### src/rtl/mem_access_ctrl_if.sv
// ---------------------------------------------------------------------------
// mem_access_ctrl_if -- SRAM-like data bus between the memory access
// controller (master) and the data memory / bus bridge (slave).
//
// Handshake:
//   data_req is a valid that stays high, with data_wr/size/wstrb/addr/wdata
//   held stable, until a cycle in which data_addr_ok is also high; that
//   cycle transfers the request. data_data_ok is a one-cycle response pulse
//   (read data or write ack) that the master always accepts (no back-pressure).
//
// Signals:
//   data_req      master->slave  request valid
//   data_wr       master->slave  1 = write, 0 = read
//   data_size     master->slave  0 byte, 1 half, 2 word
//   data_wstrb    master->slave  byte write strobes (0 for reads)
//   data_addr     master->slave  byte address
//   data_wdata    master->slave  write data, replicated across lanes
//   data_addr_ok  slave->master  request accepted
//   data_data_ok  slave->master  response / write acknowledge
//   data_rdata    slave->master  read data (full 32-bit word)
// ---------------------------------------------------------------------------
interface mem_access_ctrl_if;
    logic        data_req;
    logic        data_wr;
    logic [1:0]  data_size;
    logic [3:0]  data_wstrb;
    logic [31:0] data_addr;
    logic [31:0] data_wdata;
    logic        data_addr_ok;
    logic        data_data_ok;
    logic [31:0] data_rdata;

    modport master (
        output data_req, data_wr, data_size, data_wstrb, data_addr, data_wdata,
        input  data_addr_ok, data_data_ok, data_rdata
    );

    modport slave (
        input  data_req, data_wr, data_size, data_wstrb, data_addr, data_wdata,
        output data_addr_ok, data_data_ok, data_rdata
    );
endinterface

### src/rtl/mem_access_ctrl.sv
// ---------------------------------------------------------------------------
// mem_access_ctrl -- execute-stage load/store unit driving an SRAM-like bus.
// Checks alignment, issues one bus request per load/store, stalls EX while
// the access is outstanding and returns extended load data in a one-cycle
// write-back pulse. A flush kills the access without withdrawing a pending
// request; the response is then drained silently in DROP.
//
// Ports:
//   clk, rst       clock, synchronous active-high reset
//   ex_valid       instruction valid in EX
//   ex_mem_read    load
//   ex_mem_write   store
//   ex_size        0 byte, 1 half, 2 word, 3 illegal
//   ex_unsign      zero-extend load result
//   ex_addr        effective address
//   ex_wdata       store data (LSBs significant)
//   ex_flush       kill in-flight access
//   stall          hold EX stage
//   ale, ale_badv  alignment exception and faulting address (combinational)
//   wb_valid       access complete, one-cycle pulse
//   wb_rdata       extended load data, 0 for stores
//   state_dbg      current FSM state (IDLE 0, REQ 1, WAIT 2, DONE 3, DROP 4)
//   bus            SRAM-like data bus, master side
// ---------------------------------------------------------------------------
module mem_access_ctrl (
    input  logic              clk,
    input  logic              rst,
    input  logic              ex_valid,
    input  logic              ex_mem_read,
    input  logic              ex_mem_write,
    input  logic [1:0]        ex_size,
    input  logic              ex_unsign,
    input  logic [31:0]       ex_addr,
    input  logic [31:0]       ex_wdata,
    input  logic              ex_flush,
    output logic              stall,
    output logic              ale,
    output logic [31:0]       ale_badv,
    output logic              wb_valid,
    output logic [31:0]       wb_rdata,
    output logic [2:0]        state_dbg,
    mem_access_ctrl_if.master bus
);

    typedef enum logic [2:0] {
        S_IDLE = 3'd0,
        S_REQ  = 3'd1,
        S_WAIT = 3'd2,
        S_DONE = 3'd3,
        S_DROP = 3'd4
    } state_t;

    state_t      state;
    state_t      state_nx;

    logic        access;
    logic        misaligned;
    logic        start;
    logic        flushed;     // flush seen while the request was still pending
    logic [3:0]  wstrb_nx;
    logic [31:0] wdata_nx;
    logic [31:0] rdata_shift;
    logic [31:0] load_val;

    logic [31:0] addr_q;
    logic [1:0]  size_q;
    logic        unsign_q;
    logic        wr_q;
    logic [3:0]  wstrb_q;
    logic [31:0] wdata_q;
    logic [31:0] rdata_q;

    assign access = ex_mem_read | ex_mem_write;

    always_comb begin
        case (ex_size)
            2'd0:    misaligned = 1'b0;
            2'd1:    misaligned = ex_addr[0];
            2'd2:    misaligned = (ex_addr[1:0] != 2'b00);
            default: misaligned = 1'b1;
        endcase
    end

    // Alignment is only judged while IDLE; in other states EX is stalled
    // and the instruction on ex_* is the one already being served.
    assign start    = (state == S_IDLE) & ex_valid & access & ~ex_flush & ~misaligned;
    assign ale      = (state == S_IDLE) & ex_valid & access & ~ex_flush &  misaligned;
    assign ale_badv = ale ? ex_addr : 32'd0;

    // Store lane formatting; loads carry no strobes and no data.
    always_comb begin
        wstrb_nx = 4'b0000;
        wdata_nx = 32'd0;
        if (ex_mem_write) begin
            case (ex_size)
                2'd0: begin
                    wstrb_nx = 4'b0001 << ex_addr[1:0];
                    wdata_nx = {4{ex_wdata[7:0]}};
                end
                2'd1: begin
                    wstrb_nx = 4'b0011 << ex_addr[1:0];
                    wdata_nx = {2{ex_wdata[15:0]}};
                end
                default: begin
                    wstrb_nx = 4'b1111;
                    wdata_nx = ex_wdata;
                end
            endcase
        end
    end

    // Halves are 2-aligned, so one byte-granular shift serves both sizes.
    assign rdata_shift = bus.data_rdata >> {addr_q[1:0], 3'b000};

    always_comb begin
        case (size_q)
            2'd0:    load_val = unsign_q ? {24'd0, rdata_shift[7:0]}
                                         : {{24{rdata_shift[7]}}, rdata_shift[7:0]};
            2'd1:    load_val = unsign_q ? {16'd0, rdata_shift[15:0]}
                                         : {{16{rdata_shift[15]}}, rdata_shift[15:0]};
            default: load_val = bus.data_rdata;
        endcase
    end

    always_ff @(posedge clk) begin
        if (rst) begin
            state <= S_IDLE;
        end else begin
            state <= state_nx;
        end
    end

    always_comb begin
        state_nx = state;
        case (state)
            S_IDLE: if (start) state_nx = S_REQ;
            // The request is never withdrawn; a flush only redirects to DROP.
            S_REQ:  if (bus.data_addr_ok) state_nx = (flushed | ex_flush) ? S_DROP : S_WAIT;
            S_WAIT: begin
                if (ex_flush) state_nx = bus.data_data_ok ? S_IDLE : S_DROP;
                else if (bus.data_data_ok) state_nx = S_DONE;
            end
            S_DONE: state_nx = S_IDLE;
            S_DROP: if (bus.data_data_ok) state_nx = S_IDLE;
            default: state_nx = S_IDLE;
        endcase
    end

    always_ff @(posedge clk) begin
        if (rst) begin
            addr_q   <= 32'd0;
            size_q   <= 2'd0;
            unsign_q <= 1'b0;
            wr_q     <= 1'b0;
            wstrb_q  <= 4'd0;
            wdata_q  <= 32'd0;
            rdata_q  <= 32'd0;
            flushed  <= 1'b0;
        end else begin
            if (start) begin
                addr_q   <= ex_addr;
                size_q   <= ex_size;
                unsign_q <= ex_unsign;
                wr_q     <= ex_mem_write;
                wstrb_q  <= wstrb_nx;
                wdata_q  <= wdata_nx;
                flushed  <= 1'b0;
            end
            if ((state == S_REQ) && ex_flush) begin
                flushed <= 1'b1;
            end
            if ((state == S_WAIT) && bus.data_data_ok && !ex_flush) begin
                rdata_q <= wr_q ? 32'd0 : load_val;
            end
        end
    end

    assign stall      = start | (state == S_REQ) | (state == S_WAIT) | (state == S_DROP);
    assign wb_valid   = (state == S_DONE);
    assign wb_rdata   = rdata_q;
    assign state_dbg  = state;

    assign bus.data_req   = (state == S_REQ);
    assign bus.data_wr    = wr_q;
    assign bus.data_size  = size_q;
    assign bus.data_wstrb = wstrb_q;
    assign bus.data_addr  = addr_q;
    assign bus.data_wdata = wdata_q;

endmodule

### src/flat_wrapper.sv
// flat-port wrapper written by rule: the top's interface ports become plain ports
module mem_access_ctrl_flat 
  (clk, rst, ex_valid, ex_mem_read, ex_mem_write, ex_size, ex_unsign, ex_addr, ex_wdata, ex_flush, stall, ale, ale_badv, wb_valid, wb_rdata, state_dbg, bus_data_req, bus_data_wr, bus_data_size, bus_data_wstrb, bus_data_addr, bus_data_wdata, bus_data_addr_ok, bus_data_data_ok, bus_data_rdata);
  mem_access_ctrl_if bus_i ();
  input  logic clk;
  input  logic rst;
  input  logic ex_valid;
  input  logic ex_mem_read;
  input  logic ex_mem_write;
  input  logic [1:0] ex_size;
  input  logic ex_unsign;
  input  logic [31:0] ex_addr;
  input  logic [31:0] ex_wdata;
  input  logic ex_flush;
  output logic stall;
  output logic ale;
  output logic [31:0] ale_badv;
  output logic wb_valid;
  output logic [31:0] wb_rdata;
  output logic [2:0] state_dbg;
  output wire logic [$bits(bus_i.data_req)-1:0] bus_data_req;
  output wire logic [$bits(bus_i.data_wr)-1:0] bus_data_wr;
  output wire logic [$bits(bus_i.data_size)-1:0] bus_data_size;
  output wire logic [$bits(bus_i.data_wstrb)-1:0] bus_data_wstrb;
  output wire logic [$bits(bus_i.data_addr)-1:0] bus_data_addr;
  output wire logic [$bits(bus_i.data_wdata)-1:0] bus_data_wdata;
  input wire logic [$bits(bus_i.data_addr_ok)-1:0] bus_data_addr_ok;
  input wire logic [$bits(bus_i.data_data_ok)-1:0] bus_data_data_ok;
  input wire logic [$bits(bus_i.data_rdata)-1:0] bus_data_rdata;
  assign bus_data_req = bus_i.data_req;
  assign bus_data_wr = bus_i.data_wr;
  assign bus_data_size = bus_i.data_size;
  assign bus_data_wstrb = bus_i.data_wstrb;
  assign bus_data_addr = bus_i.data_addr;
  assign bus_data_wdata = bus_i.data_wdata;
  assign bus_i.data_addr_ok = bus_data_addr_ok;
  assign bus_i.data_data_ok = bus_data_data_ok;
  assign bus_i.data_rdata = bus_data_rdata;
  mem_access_ctrl u_core (.clk(clk), .rst(rst), .ex_valid(ex_valid), .ex_mem_read(ex_mem_read), .ex_mem_write(ex_mem_write), .ex_size(ex_size), .ex_unsign(ex_unsign), .ex_addr(ex_addr), .ex_wdata(ex_wdata), .ex_flush(ex_flush), .stall(stall), .ale(ale), .ale_badv(ale_badv), .wb_valid(wb_valid), .wb_rdata(wb_rdata), .state_dbg(state_dbg), .bus(bus_i));
endmodule
### config.mk
export PLATFORM = sky130hd
export DESIGN_NAME = mem_access_ctrl_flat
export DESIGN_NICKNAME = d
export VERILOG_FILES = /design/src/rtl/mem_access_ctrl_if.sv /design/src/rtl/mem_access_ctrl.sv /design/src/flat_wrapper.sv
export SDC_FILE = /design/constraint.sdc
export NUM_CORES = 1
export LEC_CHECK = 0
export ABC_AREA = 0
export BUFFER_PORTS_ARGS = -buffer_cell sky130_fd_sc_hd__buf_2
export CAP_MARGIN = 20
export CELL_PAD_IN_SITES_DETAIL_PLACEMENT = 1
export CELL_PAD_IN_SITES_GLOBAL_PLACEMENT = 2
export CORE_UTILIZATION = 25
export CTS_CLUSTER_DIAMETER = 120
export DETAILED_ROUTE_END_ITERATION = 12
export GPL_TIMING_DRIVEN = 0
export PLACE_DENSITY = 0.86
export SLEW_MARGIN = 30
export SYNTH_ARGS = -nofsm -noshare
export SYNTH_HDL_FRONTEND = slang
export SYNTH_SLANG_ARGS = --single-unit
### constraint.sdc
create_clock -name clk -period 2.48 [get_ports clk]
set_input_delay 0.496 -clock clk [delete_from_list [all_inputs] [get_ports clk]]
set_output_delay 0.496 -clock clk [all_outputs]
set_load 0.02 [all_outputs]
Word-level counts from Yosys, hierarchy flattened
Cells that the tools add are included.
- register bits: 108
- input bits: 107
- output and inout port bits: 142
- logic and storage cells: 65
- equality and inequality tests: 11
- shift-type cells: 3
- mux-type cells: 20
- bitwise logic cells: 12
- reduce and logical (&&, ||, !) cells: 10
- operator list (operator ; count):
    32-bit two-way mux ; 5
    32-bit case mux with 2 select lines ; 2
    32-bit by 5-bit right shift with 16-bit output ; 1
    3-bit two-way mux ; 7
    3-bit case mux with 4 select lines ; 1
    4-bit case mux with 2 select lines ; 1
    3-bit by 2-bit equality test with 1-bit output, second input constant ; 2
    1-bit bitwise AND ; 5
    1-bit bitwise OR ; 5
    2-bit by 1-bit equality test with 1-bit output, second input constant ; 2
    2-bit logical NOT ; 2
    4-bit two-way mux ; 1
    2-bit by 1-bit inequality test with 1-bit output, second input constant ; 2
    4-bit AND reduction ; 1
    2-bit nonzero test ; 2
    1-bit by 2-bit left shift with 4-bit output, first input constant ; 1
    2-bit by 2-bit left shift with 4-bit output, first input constant ; 1
    3-bit by 1-bit equality test with 1-bit output, second input constant ; 1
    3-bit equality test, second input constant ; 1
    1-bit logical AND ; 3
    3-bit logical NOT ; 1
    3-bit inequality test, second input constant ; 1
    1-bit case mux with 3 select lines ; 1
    2-bit equality test, second input constant ; 1
    other kinds (4) ; 6

Logic depth before layout (Yosys ltp)
- word-level depth: 8
- gate-level depth with buffers: 7
- depth with buffers taken out: 4

Worst setup path after synthesis
No wires, ideal clock.
- path type: register -> output
- from: register u_core.state[0], in the netlist u_core.state_dbg[0]
- to: output ale_badv[22]
- arrival: 1.950 ns
- data required time: 1.984 ns
- path slack: 0.034 ns
- cell stages (with the launch flop): 7
- path buffers: 2
- cell sequence: dfxtp_1 > clkbuf_1 > nor3_1 > nand3_1 > nor3_1 > clkbuf_1 > and2_1
- cells in the longest elaborated chain, start to end: 6
- ends and longest elaborated chain (what ; line ; RTL):
    start: declaration ; mem_access_ctrl.sv:53 ; state_t state;
    start signal: assignment ; mem_access_ctrl.sv:129 ; state <= state_nx;
    3-bit logical NOT ; mem_access_ctrl.sv:87 ; assign ale = (state == S_IDLE) & ex_valid & access & ~ex_flush & misaligned;
    1-bit bitwise AND (4 in series) ; mem_access_ctrl.sv:87 ;
    net ale ; flat_wrapper.sv:16 ; output logic ale;
    32-bit two-way mux ; mem_access_ctrl.sv:88 ; assign ale_badv = ale ? ex_addr : 32'd0;
    end: declaration ; flat_wrapper.sv:17 ; output logic [31:0] ale_badv;
The timed path passes the listed nets, and every way through them passes these cells.

Worst setup path in the final report
- from: register u_core.state[2], in the netlist u_core.state_dbg[2]
- to: output ale_badv[6]
- cells in the longest elaborated chain, start to end: 6
- ends and longest elaborated chain (what ; line):
    3-bit logical NOT ; mem_access_ctrl.sv:87
    1-bit bitwise AND (4 in series) ; mem_access_ctrl.sv:87
    32-bit two-way mux ; mem_access_ctrl.sv:88
Every way passes these cells.

==> out/qor_table.md <==
| Metric | This run |
|---|---|
| Outcome | complete, no violations |
| Proportion of synthesized chip area in sequential cells | 0.434 |
| Largest cells by area after synthesis | sky130_fd_sc_hd__dfxtp_1 43%, sky130_fd_sc_hd__nand2_1 9.4%, sky130_fd_sc_hd__a21oi_1 7.7% |
| Pwr dens | 533 mW/mm² |
| Worst IR Drop VDD | 0.000297 V |
| Data arrival time of the worst path | 1.92 ns |
| Mapped Cells | 599 |
| Crit-path cells | nor3_4, nand3_2, nor3_4, buf_6, buf_8, and2_1, buf_4 |
| Most used standard cells in the synthesized netlist | 125 x sky130_fd_sc_hd__nand2_1, 108 x sky130_fd_sc_hd__dfxtp_1, 77 x sky130_fd_sc_hd__a21oi_1 |
| Max_slew headroom | 0.377 |
| Vias per Instance | 4.77 |
| Main synth FF type | sky130_fd_sc_hd__dfxtp_1 |
| Share of the cycle needed by the critical path after routing | 0.974 |
| Critical path startpoint category | flop |
| Worst-Margin Slew | 0.928 ns |
| Final antenna-violating net count | 0 |
| Final Net Count | 970 |
| Clk sink count | 108 |
| Number of buffers inserted by port buffering | 246 |
| Final cell utilization of the core | 0.368 |
| Critical path peak fanout | 10 |
| Last weighted congestion value of the routability-driven placer | 0.844 |
| TritonCTS clock tree | done |
| Antenna violations before repair | 1 |
| FF+latch count, synth | 108 |
| Worst clock skew | 0.0104 ns |
| DP Area | 0.00655 mm² |
| Die Area | 0.0205 mm² |
| Number of cells in the finished layout apart from fillers | 1,133 |
| DRC violation total after the first TritonRoute iteration | 208 |
| Post-place setup slack | -0.930 ns |
| Final TNS setup | 0 ns |
| Syn Nets | 706 |
| TritonRoute pass-1 iters | 4 |
| Clock Latency Late Sink | 0.35 ns |
| Number of flops mapped to enable cells by yosys | 0 |
| Vias | 5,402 |
| Antenna Cells | 0 |
| Dominant cell type by area after synthesis | sky130_fd_sc_hd__dfxtp_1 |
| Count of H-tree levels built during CTS | 3 |
| Die Y-Extent | 143 µm |
| Initial core utilization | 0.255 |
| Final count of pins violating max slew | 0 |
| Worst Hold Class | input port to flop |
| Combined global-route utilization of all metal layers | 0.194 |
| Slowest stage delay, CP | 0.38 ns |
| Count of warnings emitted by yosys | 0 |
| Top cell type's share of synthesized area | 0.434 |
| Placeable core area | 0.0195 mm² |
| Most common cell on crit path | sky130_fd_sc_hd__nor3_4 |
| Cell at the slowest stage of the critical path | sky130_fd_sc_hd__dfxtp_4 |
| Setup-violating endpoint count in the final report | 0 |
| Wire length of the first global-routing pass | 30.0 mm |
| Max-cap check violation count | 0 |
| Maximum buffer depth of the clock tree | 2 |
| Maximum number of pins on one net before global-route repair | 20 |
| Kind of capture point of the worst setup path | primary output |
| Fraction of synthesis flops using an asynchronous set or reset pin | 0 |
| Number of CTS-inserted buffers | 9 |
| DP Cell Count | 1,110 |
| Remaining Overflow, GRT | 0 |
| Detailed placement HPWL | 15.7 mm |
| IO Count | 249 |
| Area of the mapped netlist | 0.00498 mm² |
| DR WL/cell | 18.0 µm |
| Post-route cell area | 0.00718 mm² |
| Worst setup margin | 0.0655 ns |
| Share of final-layout standard cells stronger than drive strength 1 | 0.384 |
| Post-CTS clock slew at the launch and capture registers of the worst setup and hold paths | 0.08 ns |
| Die X | 143 µm |
| Hold Violations, Final | 0 |
| Fmax | 414 MHz |
| Crit path kind | flop to primary output |
| Signed area change from the synthesized netlist to the final layout | 44.0% |
| Most instantiated library cell after synthesis | sky130_fd_sc_hd__nand2_1 |
| Mean post-synth cell area | 8.32 µm² |
| Pleak | 3.20 nW |
| DRC | 0 |
| Number of global-route vias before repair | 5,440 |
| Number of placement rows | 51 |
| Fin crit period | 2.41 ns |
| Clock root buffer master | sky130_fd_sc_hd__clkbuf_16 |
| Cell variety after synth | 44 |
| Required time of the critical path | 1.98 ns |
| Post-detailed-routing wire length | 20.4 mm |
-- routing by layer --
layer | up-vias | part of all wire | global-route usage | wire length [µm]
met3 | 14 | 0.063 | 0.0523 | 1280
li1 | 2643 | - | - | -
met4 | 2 | 0.011 | 0.0464 | 225
met2 | 149 | 0.51 | 0.347 | 10400
met1 | 2594 | 0.42 | 0.227 | 8540
met5 | - | 0.00039 | 0 | 8
-- what timing repair did --
item                                    in CTS  in global routing
cloned                                       1                  1
buffers inserted                             5                  3
hold buffers                                 0                  0
pin swaps                                    2                  4
resized for setup                           29                 58
endpoints found under the setup margin      63                 34
-- final cells by class --
type,count,area [µm²]
clock inverters,6,58.8
repair buffers,256,1460
well taps,265,332
inverters,5,18.8
fillers,2443,12300
plain buffers,49,245
clock buffers,10,239
flip-flops and latches,108,2170
multi-input cells,434,2650
-- sequential cells by signal (all words and copies together) (netlist names) --
name and count:
u_core.bus.data_wr 1, u_core.bus.data_wdata 32, u_core.flushed 1, u_core.bus.data_wstrb 4, u_core.unsign_q 1, u_core.bus.data_addr 32
u_core.state_dbg 3, u_core.bus.data_size 2, u_core.wb_rdata 32
-- cell families (layout without fill, tap and decap cells) --
group,Yosys count,after routing,synth area share
and+or+nand+nor,241,241,0.227
AOI/OAI and AO/OA,157,157,0.216
DFF,108,108,0.434
buffers and inverters,57,326,0.0469
muxes,34,34,0.0728
xor gates and xnor gates,2,2,0.00351
-- cell usage in the layout, fill, tap and decap left out, drive strengths merged, types with 2 or more instances in the layout --
cell type and count:
buf 266, nand2 125, dfxtp 108, a21oi 77
clkbuf 49, nand3 35, and2 32, a221o 24
mux2 18, nor2 17, mux2i 16, nor2b 13
o21ai 10, a22oi 9, o2bb2ai 8, o211a 7
o22ai 7, inv 7, nor3 7, o211ai 4
clkinv 4, a31oi 3, and3 2, or3 2
nor4b 2, a311oi 2
-- critical path: cells and delay by family (launching register included) --
kind          cells  cell delay [ns]
buf+inv           3             0.45
flops             1             0.38
simple gates      4             0.74
-- final timing paths --
| path | start | slack (ns) | cells after the start | endpoint |
|---|---|---|---|---|
| worst max-delay path | u_core.state_dbg[2] | 0.07 | 7 | ale_badv[6] |
| worst max register to register | u_core.state_dbg[2] | 0.13 | 5 | u_core.wb_rdata[28] |
| worst min register to register | u_core.bus.data_wstrb[0] | 0.45 | 2 | u_core.bus.data_wstrb[0] |
| worst min-delay path | bus_data_rdata[6] | 0.36 | 2 | u_core.wb_rdata[6] |
-- report_power, final --
group / switching (mW) / internal (mW)
combinational: 0.347 / 0.230
clock: 0.729 / 0.732
sequential: 0.0225 / 1.76
-- stage by stage --
stage / hold WS (ns) / total power, mW
6_report: 0.358 / 3.82
5_1_grt: 0.350 / 3.98
4_1_cts: 0.340 / 3.85
3_5_place_dp: 0.445 / 2.36
3_3_place_gp: 0.436 / 2.35
2_1_floorplan: 0.489 / 2.10
No activity file was read; power rests on OpenSTA's default activity.
